[src/rtl/hyper_trans_arbiter.sv]
// Round-robin arbiter sharing the hyperbus transaction engine between NB_CH uDMA channels.
// Latency: grant pulse and owner ID one cycle after an eligible request is seen in IDLE.
// Backpressure: ownership is held until done_i; request/enable changes are ignored meanwhile.
module hyper_trans_arbiter #(
  parameter int NB_CH    = 8,
  parameter int ID_WIDTH = $clog2(NB_CH)
) (
  input  logic                clk_i,
  input  logic                rst_i,
  input  logic [NB_CH-1:0]    req_i,
  input  logic [NB_CH-1:0]    ch_en_i,
  input  logic                done_i,
  output logic [NB_CH-1:0]    gnt_o,
  output logic [ID_WIDTH-1:0] gnt_id_o,
  output logic                busy_o
);

  typedef enum logic [1:0] {
    S_IDLE  = 2'd0,
    S_GRANT = 2'd1,
    S_BUSY  = 2'd2
  } state_t;

  localparam logic [NB_CH-1:0]  GNT_ONE = {{(NB_CH-1){1'b0}}, 1'b1};
  localparam logic [ID_WIDTH:0] NB_CH_W = (ID_WIDTH+1)'(NB_CH);
  localparam logic [ID_WIDTH-1:0] LAST_CH = ID_WIDTH'(NB_CH - 1);

  state_t              state_q;
  logic [ID_WIDTH-1:0] ptr_q;
  logic [NB_CH-1:0]    gnt_q;
  logic [ID_WIDTH-1:0] gnt_id_q;
  logic                busy_q;

  logic [NB_CH-1:0]    elig;
  logic [NB_CH-1:0]    rot;
  logic [ID_WIDTH:0]   sum;
  logic                found_d;
  logic [ID_WIDTH-1:0] win_d;

  // Eligible channels, rotated so that bit 0 corresponds to the channel at ptr.
  assign elig = req_i & ch_en_i;
  assign rot  = (elig >> ptr_q) | (elig << (NB_CH - int'(ptr_q)));

  // Winner: first eligible channel at or above ptr, wrapping explicitly at NB_CH.
  always_comb begin
    found_d = 1'b0;
    sum     = '0;
    for (int k = 0; k < NB_CH; k++) begin
      if (!found_d && rot[k]) begin
        found_d = 1'b1;
        sum     = {1'b0, ptr_q} + (ID_WIDTH+1)'(k);
      end
    end
    if (sum >= NB_CH_W) begin
      sum = sum - NB_CH_W;
    end
    win_d = sum[ID_WIDTH-1:0];
  end

  // Arbitration FSM with registered grant, owner ID and busy outputs.
  always_ff @(posedge clk_i or posedge rst_i) begin
    if (rst_i) begin
      state_q  <= S_IDLE;
      ptr_q    <= '0;
      gnt_q    <= '0;
      gnt_id_q <= '0;
      busy_q   <= 1'b0;
    end else begin
      case (state_q)
        S_IDLE: begin
          if (found_d) begin
            state_q  <= S_GRANT;
            gnt_q    <= GNT_ONE << win_d;
            gnt_id_q <= win_d;
            busy_q   <= 1'b1;
          end else begin
            gnt_q <= '0;
          end
        end
        S_GRANT: begin
          gnt_q <= '0;
          ptr_q <= (gnt_id_q == LAST_CH) ? '0 : gnt_id_q + 1'b1;
          if (done_i) begin
            state_q <= S_IDLE;
            busy_q  <= 1'b0;
          end else begin
            state_q <= S_BUSY;
          end
        end
        S_BUSY: begin
          gnt_q <= '0;
          if (done_i) begin
            state_q <= S_IDLE;
            busy_q  <= 1'b0;
          end
        end
        default: begin
          state_q <= S_IDLE;
          gnt_q   <= '0;
          busy_q  <= 1'b0;
        end
      endcase
    end
  end

  assign gnt_o    = gnt_q;
  assign gnt_id_o = gnt_id_q;
  assign busy_o   = busy_q;

`ifndef SYNTHESIS
  // Grant is at most one-hot, only present in GRANT, and agrees with the binary ID.
  a_onehot: assert property (@(posedge clk_i) disable iff (rst_i) $onehot0(gnt_q));
  a_gnt_state: assert property (@(posedge clk_i) disable iff (rst_i)
    (|gnt_q) |-> (state_q == S_GRANT));
  a_gnt_id: assert property (@(posedge clk_i) disable iff (rst_i)
    (|gnt_q) |-> gnt_q[gnt_id_q]);
`endif

endmodule

[config.mk]
export PLATFORM = sky130hd
export DESIGN_NAME = hyper_trans_arbiter
export DESIGN_NICKNAME = d
export VERILOG_FILES = /design/src/rtl/hyper_trans_arbiter.sv
export SDC_FILE = /design/constraint.sdc
export NUM_CORES = 1
export LEC_CHECK = 0
export ABC_AREA = 1
export ABC_CLOCK_PERIOD_IN_PS = 2700
export BUFFER_PORTS_ARGS = -buffer_cell sky130_fd_sc_hd__clkbuf_2
export CORE_MARGIN = 1.5
export CORE_UTILIZATION = 45
export DETAILED_ROUTE_END_ITERATION = 7
export GPL_TIMING_DRIVEN = 1
export PLACE_DENSITY = 0.7
export SYNTH_ARGS = -nofsm -noshare
export SYNTH_HDL_FRONTEND = slang
export SYNTH_SLANG_ARGS = --single-unit
[constraint.sdc]
create_clock -name clk_i -period 2.7 [get_ports clk_i]
set_clock_uncertainty 0.1 [all_clocks]
set_input_delay 0.405 -clock clk_i [delete_from_list [all_inputs] [get_ports clk_i]]
set_output_delay 0.405 -clock clk_i [all_outputs]
set_load 0.02 [all_outputs]
==> results of run 1 <==
==> metrics by stage <==
step | area, sq um | cells | hold WS [ps] | utilization (%)
final | 2150 | 370 | 105 | 53.8
after global routing | 2150 | 370 | 161 | 53.8
after CTS | 2110 | 368 | 119 | 52.9
after detailed placement | 2070 | 364 | 394 | 51.7
after global placement | 2070 | 364 | 389 | 51.7
after floorplan | 1870 | 283 | 231 | -
==> final timing paths <==
check / cells past startpoint / from / to
max in group asynchronous: 2 / rst_i / ptr_q[1]
min: 2 / rst_i / gnt_o[7]
min in group clk_i: 3 / done_i / state_q[0]
min reg2reg: 2 / state_q[1] / state_q[1]
max reg2reg: 13 / ptr_q[1] / gnt_o[1]
max: 13 / ptr_q[1] / gnt_o[1]
==> flip-flops by register name, indices dropped and copies added (netlist names) <==
signal,cells
busy_o,1
gnt_id_o,3
gnt_o,8
ptr_q,3
state_q,2
==> routing by layer <==
| metal | wire [microns] | global-route usage [%] | vias to the layer above |
|---|---|---|---|
| met2 | 2110 | 36.2 | 62 |
| met3 | 322 | 3.17 | 4 |
| li1 | - | - | 1002 |
| met5 | 0 | 0 | - |
| met1 | 2060 | 30.5 | 851 |
| met4 | 55 | 8.93 | 0 |
==> what timing repair did <==
item,in CTS,in global routing
resized for setup,0,8
buffers inserted,0,2
setup endpoints to repair,0,11
hold endpoints to repair,0,0
==> logic make-up (layout without fill, tap and decap cells) <==
group | Yosys count | count (layout) | synth area share [%]
AND/OR/NAND/NOR | 205 | 205 | 56.1
buffers and inverters | 38 | 75 | 10.5
flip-flops | 17 | 17 | 22.7
AO/OA/AOI/OAI | 14 | 14 | 4.88
adder cells (fa/ha/maj) | 8 | 8 | 5.35
XOR/XNOR | 1 | 1 | 0.468
==> final cells by class <==
class                           count  area [sq um]
Sequential cell                    17           425
Multi-Input combinational cell    228          1260
Clock inverter                      1          5.00
Timing Repair Buffer               39           221
Inverter                           32           131
Tap cell                           50          62.6
Fill cell                         395          1850
Clock buffer                        3          41.3
==> cell usage after synthesis, types with 2 or more instances <==
cell	count	area share (%)
nand2_1	88	18
nand3_1	51	14
nor2_1	30	6.0
inv_1	24	4.8
dfrtp_1	17	23
ha_1	8	5.3
nand4_1	8	2.7
nand3_2	6	3.2
nor2_2	6	2.0
o21ai_0	6	1.6
nand2_2	5	1.7
inv_2	4	0.80
nand3_4	4	3.7
buf_6	3	1.8
a21oi_1	2	0.53
buf_4	2	0.80
clkinv_1	2	0.40
nor2_8	2	2.1
o21ai_2	2	0.94
==> results.md, run 1 <==
- The number of buffers added to fix hold violations after cts is 0.
- The final count of hold timing violations is 0.
- The flow ran to the end, and the final reports show no timing, DRC or antenna violations.
- The max-slew violation count is 0.
- The die is 67.5 microns wide.
- The number of top-level design ports is 31.
- The count of warnings emitted by yosys is 0.
- The pin count of the biggest net entering global routing is 18.
- 0 antenna diodes ended up in the layout.
- The number of enable-type register cells in the synthesized netlist is 0.
- In the final routed layout, each cell accounts on average for 12.3 microns.
- The post-placement worst setup slack is 148 ps.
- When the netlist entered floorplanning its net count stood at 310.
- The insertion delay of the later-clocked pin in the worst-skew pair is 250 ps.
- The worst register-to-register path has a setup slack of 220 ps.
- CTS built an H-tree with a depth of 1.
- The via count is 1,919.
- The commonest non-fill, non-tap cell in the layout is nand2_1.
- The longest individual stage delay on the worst path is 360 ps.
- The initial utilization of the core area, before any placement, comes to 46.8%.
- The height of the die is 67.5 microns.
- The detailed router finished its first iteration with 118 violations.
- The average instance in the mapped netlist occupies 6.61 sq um.
- The CTS tree is done.
- The top cell family by delay on the critical path is simple AND/OR/NAND/NOR gates.
- The dominant synthesized flop cell is dfrtp_1.
- The first detailed-routing pass took 4 iterations.
- The routed design has 4550 microns of wire.
- The post-route netlist has 26.6% of its cells at a drive strength greater than 1.
- Traced cell by cell, the critical path runs through inv_2 > ha_1 > clkinvlp_4 > buf_4 > nand3_1 > nand3_1 > a22oi_2 > inv_1 > nand3b_1 > inv_1 > nor2_1 > nand3_2 > nor2_1.
- The proportion of synthesized chip area in sequential cells is 22.7%.
- The maximum clock insertion buffer count is 2.
- The total clock buffers created by CTS is 3.
- The final RePlAce weighted congestion is 0.933.
- The number of buffers and inverters on the critical path is 5.
- The element type at the critical path end is a register.
- After synthesis the cells add up to 1870 sq um.
- STA classifies the critical path startpoint as a register.
- The remaining global-route overflow is 0.
- For this run, the top clock speed supported by timing is 404 MHz.
- The via density per instance is 5.19.
- The relative slew slack is 57.4%.
- The placeable core region is 4000 sq um.
- The remaining design rule violation count is 0.
- The first global-routing pass estimated 7820 microns of wire.
- In this run the worst path has a maximum fanout of 6.
- The count of mapped cells out of synthesis is 283.
- The clock root buffer is clkbuf_8.
- The synthesis-stage register bit count is 17.
- The transition time of the tightest slew-check pin is 638 ps.
- Of all flip-flops after synthesis, the portion carrying an async set or reset was 100%.
- The quantity of I/O buffers inserted on ports is 30.
- In this run the core area contains 23 standard-cell rows.
- The min-delay analysis places its worst path in the category input pin to async pin.
- After legalization and detailed placement, the total HPWL measured 3650 microns.
- The library cell contributing the largest single delay on the critical path is dfrtp_1.
- The die covers 4560 sq um.
- The final critical path takes up 91.7% of the cycle.
- The area growth from synthesis to layout is 15.0%.
- The number of antenna violations at the first check in global routing is 0.
- The via count of the first global-routing pass was 1,775.
- Setup violations remaining at the end of the flow were counted as 0.
- The total number of clock tree sinks is 17.
- After clock tree synthesis, the clock-pin slew on the worst setup and hold paths is 70 ps.
- The number of nets in the final layout is 348.
- The data arrival at the endpoint of the critical path is 2560 ps.
- The library cells used most frequently in the layout, excluding fill and tap cells, are nand2_1 (87), nand3_1 (50), clkbuf_2 (30).
- The setup TNS is 0 ps.
- Setup repair after global routing left no endpoint under its margin.
- Data on the critical path is required at its endpoint by 2780 ps.
- The clock period minus worst slack is 2480 ps.
- The worst setup path is of the register to register kind.
- Across all setup checks in the final design, the least slack found is 225 ps.
- In this run, distinct cell masters in the synthesized netlist total 32.
- The residual antenna-violating net count after detailed routing is 0.
- Max-cap violations in this run came to 0.
- Across every metal layer, demand over resource in global routing totals 22.6%.
Power of run 1 is left out: the tool's default activity adds up to more than one toggle a clock period on the data nets, which glitch-free logic cannot reach.
==> inputs of run 2 (changes only) <==
--- a/config.mk
+++ b/config.mk
@@ -6,13 +6,13 @@
 export NUM_CORES = 1
 export LEC_CHECK = 0
 export ABC_AREA = 1
-export ABC_CLOCK_PERIOD_IN_PS = 2700
+export ABC_CLOCK_PERIOD_IN_PS = 2900
 export BUFFER_PORTS_ARGS = -buffer_cell sky130_fd_sc_hd__clkbuf_2
 export CORE_MARGIN = 1.5
 export CORE_UTILIZATION = 45
 export DETAILED_ROUTE_END_ITERATION = 7
 export GPL_TIMING_DRIVEN = 1
-export PLACE_DENSITY = 0.7
+export PLACE_DENSITY = 0.67
 export SYNTH_ARGS = -nofsm -noshare
 export SYNTH_HDL_FRONTEND = slang
 export SYNTH_SLANG_ARGS = --single-unit
==> constraint.sdc (replaced) <==
create_clock -name clk_i -period 2.9 [get_ports clk_i]
set_clock_uncertainty 0.1 [all_clocks]
set_input_delay 0.435 -clock clk_i [delete_from_list [all_inputs] [get_ports clk_i]]
set_output_delay 0.435 -clock clk_i [all_outputs]
set_load 0.02 [all_outputs]
==> results.md, run 2 (synthesis gave the netlist of run 1 again) <==
- The initial utilization of the core area, before any placement, comes to 46.8%.
- The remaining design rule violation count is 0.
- In this run the post-CTS setup repair buffer count came out at 0.
- Clock-pin slew was measured on the worst setup and hold paths at 70 ps.
- CTS built an H-tree with a depth of 1.
- The top achievable clock speed is 381 MHz.
- The worst path setup slack after routing is 274 ps.
- The met1 capacity usage during global routing is 32.8%.
- After floorplanning, the core was sized to cover 4000 sq um.
- The data arrival at the endpoint of the critical path is 2670 ps.
- Hold repair after CTS inserted 0 buffers.
- Counting along the longest clock path gives a buffer depth of 2.
- The number of nets in the final layout is 344.
- For this block, the via count after detailed routing is 1,916.
- The repair_antennas step left the layout with diodes totalling 0.
- In the final routed layout, each cell accounts on average for 12.1 microns.
- For the pin with the worst max-slew slack, the measured transition is 627 ps.
- Summed over all layers, the routed wires come to 4430 microns.
- The detail route stage leaves a number of antenna-violating nets equal to 0.
- The post-DP HPWL is 3540 microns.
- The final count of hold timing violations is 0.
- The library cell appearing most often on the critical path is nand3_1.
- Summed over all failing endpoints, the final setup total negative slack is 0 ps.
- The width of the chip is 67.5 microns.
- The insertion delay of the later-clocked pin in the worst-skew pair is 250 ps.
- The longest individual stage delay on the worst path is 610 ps.
- The total number of clock tree sinks is 17.
- From bottom edge to top edge, the die measures 67.5 microns.
- The required time of the critical path is 2950 ps.
- At the end of the flow the core is filled with cells to 52.5%.
- The path class of the tightest hold or removal check is input pin to async pin.
- The first TritonRoute pass finished after 4 iterations.
- The instance area after placement is 2050 sq um.
- The commonest non-fill, non-tap cell in the layout is nand2_1.
- The register with the most flip-flops in the layout has 8 of them.
- The via count of the first global-routing pass is 1,649.
- The quantity of I/O buffers inserted on ports is 30.
- Global routing used 31.1% of the available met2 tracks.
- The max-slew violation count is 0.
- The worst setup path category is register to register.
- Global routing used 4.17% of the available met3 tracks.
- The final non-filler cell area is 2100 sq um.
- The number of clock buffers added by TritonCTS is 3.
- The first global-routing pass estimated 7480 microns of wire.
- The post-cts repair resize count is 0.
- The pin count of the biggest net entering global routing is 18.
- The die covers 4560 sq um.
- The cell sitting at the root of the clock tree is a clkbuf_8.
- Of the cells placed in the final design, the portion with a size suffix greater than 1 is 23.7%.
- The kind of cell with the highest combined delay along the critical path is simple AND/OR/NAND/NOR gates.
- The max-cap check violation count is 0.
- Setup repair after global routing left no endpoint under its margin.
- The area growth from synthesis to final layout is 12.2%.
- Setup violations remaining at the end of the flow were counted as 0.
- Along the worst path, the maximum fanout reaches 10.
- The clock period minus worst slack is 2630 ps.
- The library cell contributing the largest single delay on the critical path is dfrtp_1.
- The CTS tree is done.
- The element type at the critical path end is a register.
- Using the TritonRoute via totals, the vias-per-cell ratio works out to 5.23.
- STA classifies the critical path startpoint as a register.
- The multi-input gate area in the final layout is 1250 sq um.
- In this run the core area contains 23 standard-cell rows.
- For this run the aggregate overflow at the end of global routing stands at 0.
- Counting both buffers and inverters, the worst setup path holds a total of 4.
- Routability-driven placement finished with a final weighted congestion of 0.906.
- The number of top-level design ports is 31.
- In this run, the number of DRC markers left after iteration 0 of detailed routing was 151.
- The sequential cell area is 425 sq um.
- In the finished design, the share of the clock period the worst path needs comes to 90.6%.
- The number of antenna violations at the first check in global routing is 0.
- The fill cell instance count of the final layout is 414.
- Timing analysis after detailed placement gives a worst setup slack of 300 ps.
- The critical path goes through inv_6 > ha_1 > nand2_2 > inv_1 > nor2_2 > nand3_1 > nand3_1 > inv_2 > nand4_4 > nor2_2 > nand2_1 > clkinv_1 > nor2_1 > nand3_1 > nand2_1 > nor2_1.
- met1 is the most crowded layer.
- The relative slew slack is 58.1%.
- The global router's overall resource usage is 21.6%.
- Leaving out fill and tap cells, the most frequent cells in the layout are nand2_1 (88), nand3_1 (51), nor2_1 (30), clkbuf_2 (30), inv_1 (24).
- The flow ran to the end, and the final reports show no timing, DRC or antenna violations.
## run 2: worst paths after layout
kind / start / to / slack, ps / depth (start not counted)
setup / recovery: ptr_q[2] / gnt_o[2] / 270 / 16
setup reg to reg: ptr_q[2] / gnt_o[2] / 270 / 16
hold / removal: rst_i / gnt_id_o[2] / 130 / 2
hold reg to reg: state_q[1] / state_q[1] / 410 / 2
max in group asynchronous: rst_i / ptr_q[0] / 2160 / 2
min in group clk_i: done_i / state_q[0] / 350 / 3
## run 2: stage by stage
stage               std cells  hold slack [ps]
floorplan                 283              261
CTS                       366              156
global placement          362              392
detailed placement        362              403
global route              366              201
finish                    366              130
## run 2: area by class of cell
cell class / instances / share of cell area, %
multi-input cells: 228 / 59.5
flip-flops and latches: 17 / 20.3
repair buffers: 35 / 8.94
inverters: 32 / 6.08
well taps: 50 / 2.98
clock buffers: 3 / 1.97
clock inverters: 1 / 0.238
## run 2: per-layer routing
layer / vias to the layer above / share of wire, %
met3: 6 / 7.9
met1: 843 / 48
met2: 77 / 43
li1: 990 / -
met4: 0 / 0.93
met5: - / 0
## run 2: worst reg2reg max path, delay by kind of cell, from the launching register on
family	cells	cell delay [ps]
adders and majority gates	1	210
buffers and inverters	4	350
DFF	1	610
and+or+nand+nor	11	1260
Power of run 2 is left out for the same reason.
==> inputs of run 3 (changes only) <==
--- a/config.mk
+++ b/config.mk
@@ -9,10 +9,10 @@
 export ABC_CLOCK_PERIOD_IN_PS = 2900
 export BUFFER_PORTS_ARGS = -buffer_cell sky130_fd_sc_hd__clkbuf_2
 export CORE_MARGIN = 1.5
-export CORE_UTILIZATION = 45
+export CORE_UTILIZATION = 55
 export DETAILED_ROUTE_END_ITERATION = 7
 export GPL_TIMING_DRIVEN = 1
-export PLACE_DENSITY = 0.67
+export PLACE_DENSITY = 0.79
 export SYNTH_ARGS = -nofsm -noshare
 export SYNTH_HDL_FRONTEND = slang
 export SYNTH_SLANG_ARGS = --single-unit
==> results.md, run 3 (synthesis gave the netlist of run 1 again) <==
- The pin count of the biggest net entering global routing is 18.
- The utilization after layout is 65.8%.
- The initial detailed-routing violation count is 181.
- The average detailed-routed wire length per instance is 12.5 microns.
- The via count of the first global-routing pass is 1,626.
- During placement, the flow inserted port buffers numbering 30.
- The flip-flop count of the largest register, all copies and words added is 8.
- The clock period minus worst slack is 2640 ps.
- The remaining design rule violation count is 0.
- By startpoint and endpoint, the worst setup path is classified as register to register.
- For the final routed database, the setup TNS stands at 0 ps.
- The max-slew violation count is 0.
- The worst path uses 90.9% of the clock period.
- Timing would allow up to 379 MHz.
- The area enclosed by the die boundary is 3760 sq um.
- The worst hold path belongs to the class input pin to async pin.
- The repair_antennas step left the layout with diodes totalling 0.
- The via count is 1,957.
- In the layout the commonest cells are nand2_1 (88), nand3_1 (51), nor2_1 (30), clkbuf_2 (30), inv_1 (24).
- For this configuration, the core starts out at a cell density of 59.4%.
- At the pin with the least slew margin, the transition time is 614 ps.
- The hold slack is 77.0 ps.
- The total area inside the core boundary comes to 3150 sq um.
- The post-placement worst setup slack is 234 ps.
- Leaving out fill and tap cells, the most frequent cell in the layout is nand2_1.
- The multi-input gate area in the final layout is 1250 sq um.
- The worst setup path is captured at a register.
- Using the TritonRoute via totals, the vias-per-cell ratio works out to 5.44.
- The sequential cell area is 427 sq um.
- In this run the deepest clock path goes through 2 buffers.
- The insertion delay of the later-clocked pin in the worst-skew pair is 300 ps.
- The data arrival at the endpoint of the critical path is 2740 ps.
- The relative slew slack is 59.0%.
- The final count of hold timing violations is 0.
- The number of buffers added to fix hold violations after cts is 0.
- The first global-routing pass estimated 7460 microns of wire.
- The height of the die is 61.3 microns.
- The total overflow left after global routing is 0.
- The final RePlAce weighted congestion is 0.984.
- The required time of the critical path is 3000 ps.
- The total number of clock tree sinks is 17.
- In this run the clock root is driven by a clkbuf_4.
- For flop-to-flop paths, the worst setup slack is 260 ps.
- The global router's overall resource usage is 26.3%.
- The initialized floorplan defines 20 standard-cell rows.
- The total clock buffers created by CTS is 3.
- The run finished with clean final reports.
- In this run the remaining antenna-violating nets after routing total 0.
- The number of iterations in the first detailed-routing pass is 4.
- The register clock-pin slew on the reported worst setup and hold paths is 100 ps.
- The max-cap check violation count is 0.
- The element type at the critical path start is a register.
- TritonCTS built the clock tree.
- The number of top-level design ports is 31.
- The area growth from synthesis to final layout is 10.8%.
- Summed over all nets, the half-perimeter wirelength after detailed placement is 3560 microns.
- The final layout contains routed wiring with a total length of 4490 microns.
- Setup repair after global routing left no endpoint under its margin.
- Along the worst path, the maximum fanout reaches 10.
- The final-report setup violation count is 0.
- Counting the fill cells in the layout gives 320.
- For this run, the post-layout net count is 344.
- Across all setup checks in the final design, the least slack found is 265 ps.
- The number of antenna violations at the first check in global routing was 0.
- The CTS H-tree depth is 1.
- Of the cells placed in the final design, the portion with a size suffix greater than 1 is 24.1%.
- In this run the horizontal extent of the chip is 61.3 microns.
==> run 3: final timing paths <==
path                            startpoint     endpoint  depth (start not counted)
max in group asynchronous            rst_i     ptr_q[2]                          2
worst max-delay path              ptr_q[2]     gnt_o[2]                         17
worst max register to register    ptr_q[2]     gnt_o[2]                         17
worst min register to register  state_q[1]   state_q[1]                          2
min in group clk_i                  done_i   state_q[0]                          3
worst min-delay path                 rst_i  gnt_id_o[1]                          2
==> run 3: worst max-delay path, stage by stage (launching register included) <==
cell     delay, ps
dfrtp_2        520
inv_6          140
ha_1           170
nand2_2        100
inv_1          100
nor2_2          60
nand3_1        100
nand2_1         90
nor2_4         210
inv_1          140
nand3_1        140
inv_1           50
nor2_1         100
nand3_1         80
nor2_1         110
nand3_1        140
nand2_1        140
nor2_1          60
==> run 3: stage by stage <==
stage	area, sq um	instances
global route	2070	360
detailed placement	2050	356
finish	2070	360
CTS	2070	360
global placement	2050	356
floorplan	1870	283
==> run 3: routing by layer <==
| metal | routed length, microns | track usage (%) | share of wire, % |
|---|---|---|---|
| met5 | 0 | 0 | 0 |
| met3 | 391 | 5.04 | 8.7 |
| met2 | 2010 | 38.1 | 45 |
| met4 | 0 | 3.95 | 0 |
| met1 | 2080 | 40.9 | 46 |
==> run 3: layout make-up <==
cell class	count	share of cell area, %
clock inverter	1	0.241
multi-input combinational	228	60.3
tap	44	2.65
clock buffer	3	1.09
timing repair buffer	35	9.05
inverter	32	6.15
sequential	17	20.6
==> run 3: timing repair <==
action                                  4_1_cts  5_1_grt
resized for setup                             0        1
hold endpoints to repair                      0        0
endpoints found under the setup margin        0        9
setup buffers                                 0        0
Power of run 3 is left out for the same reason.
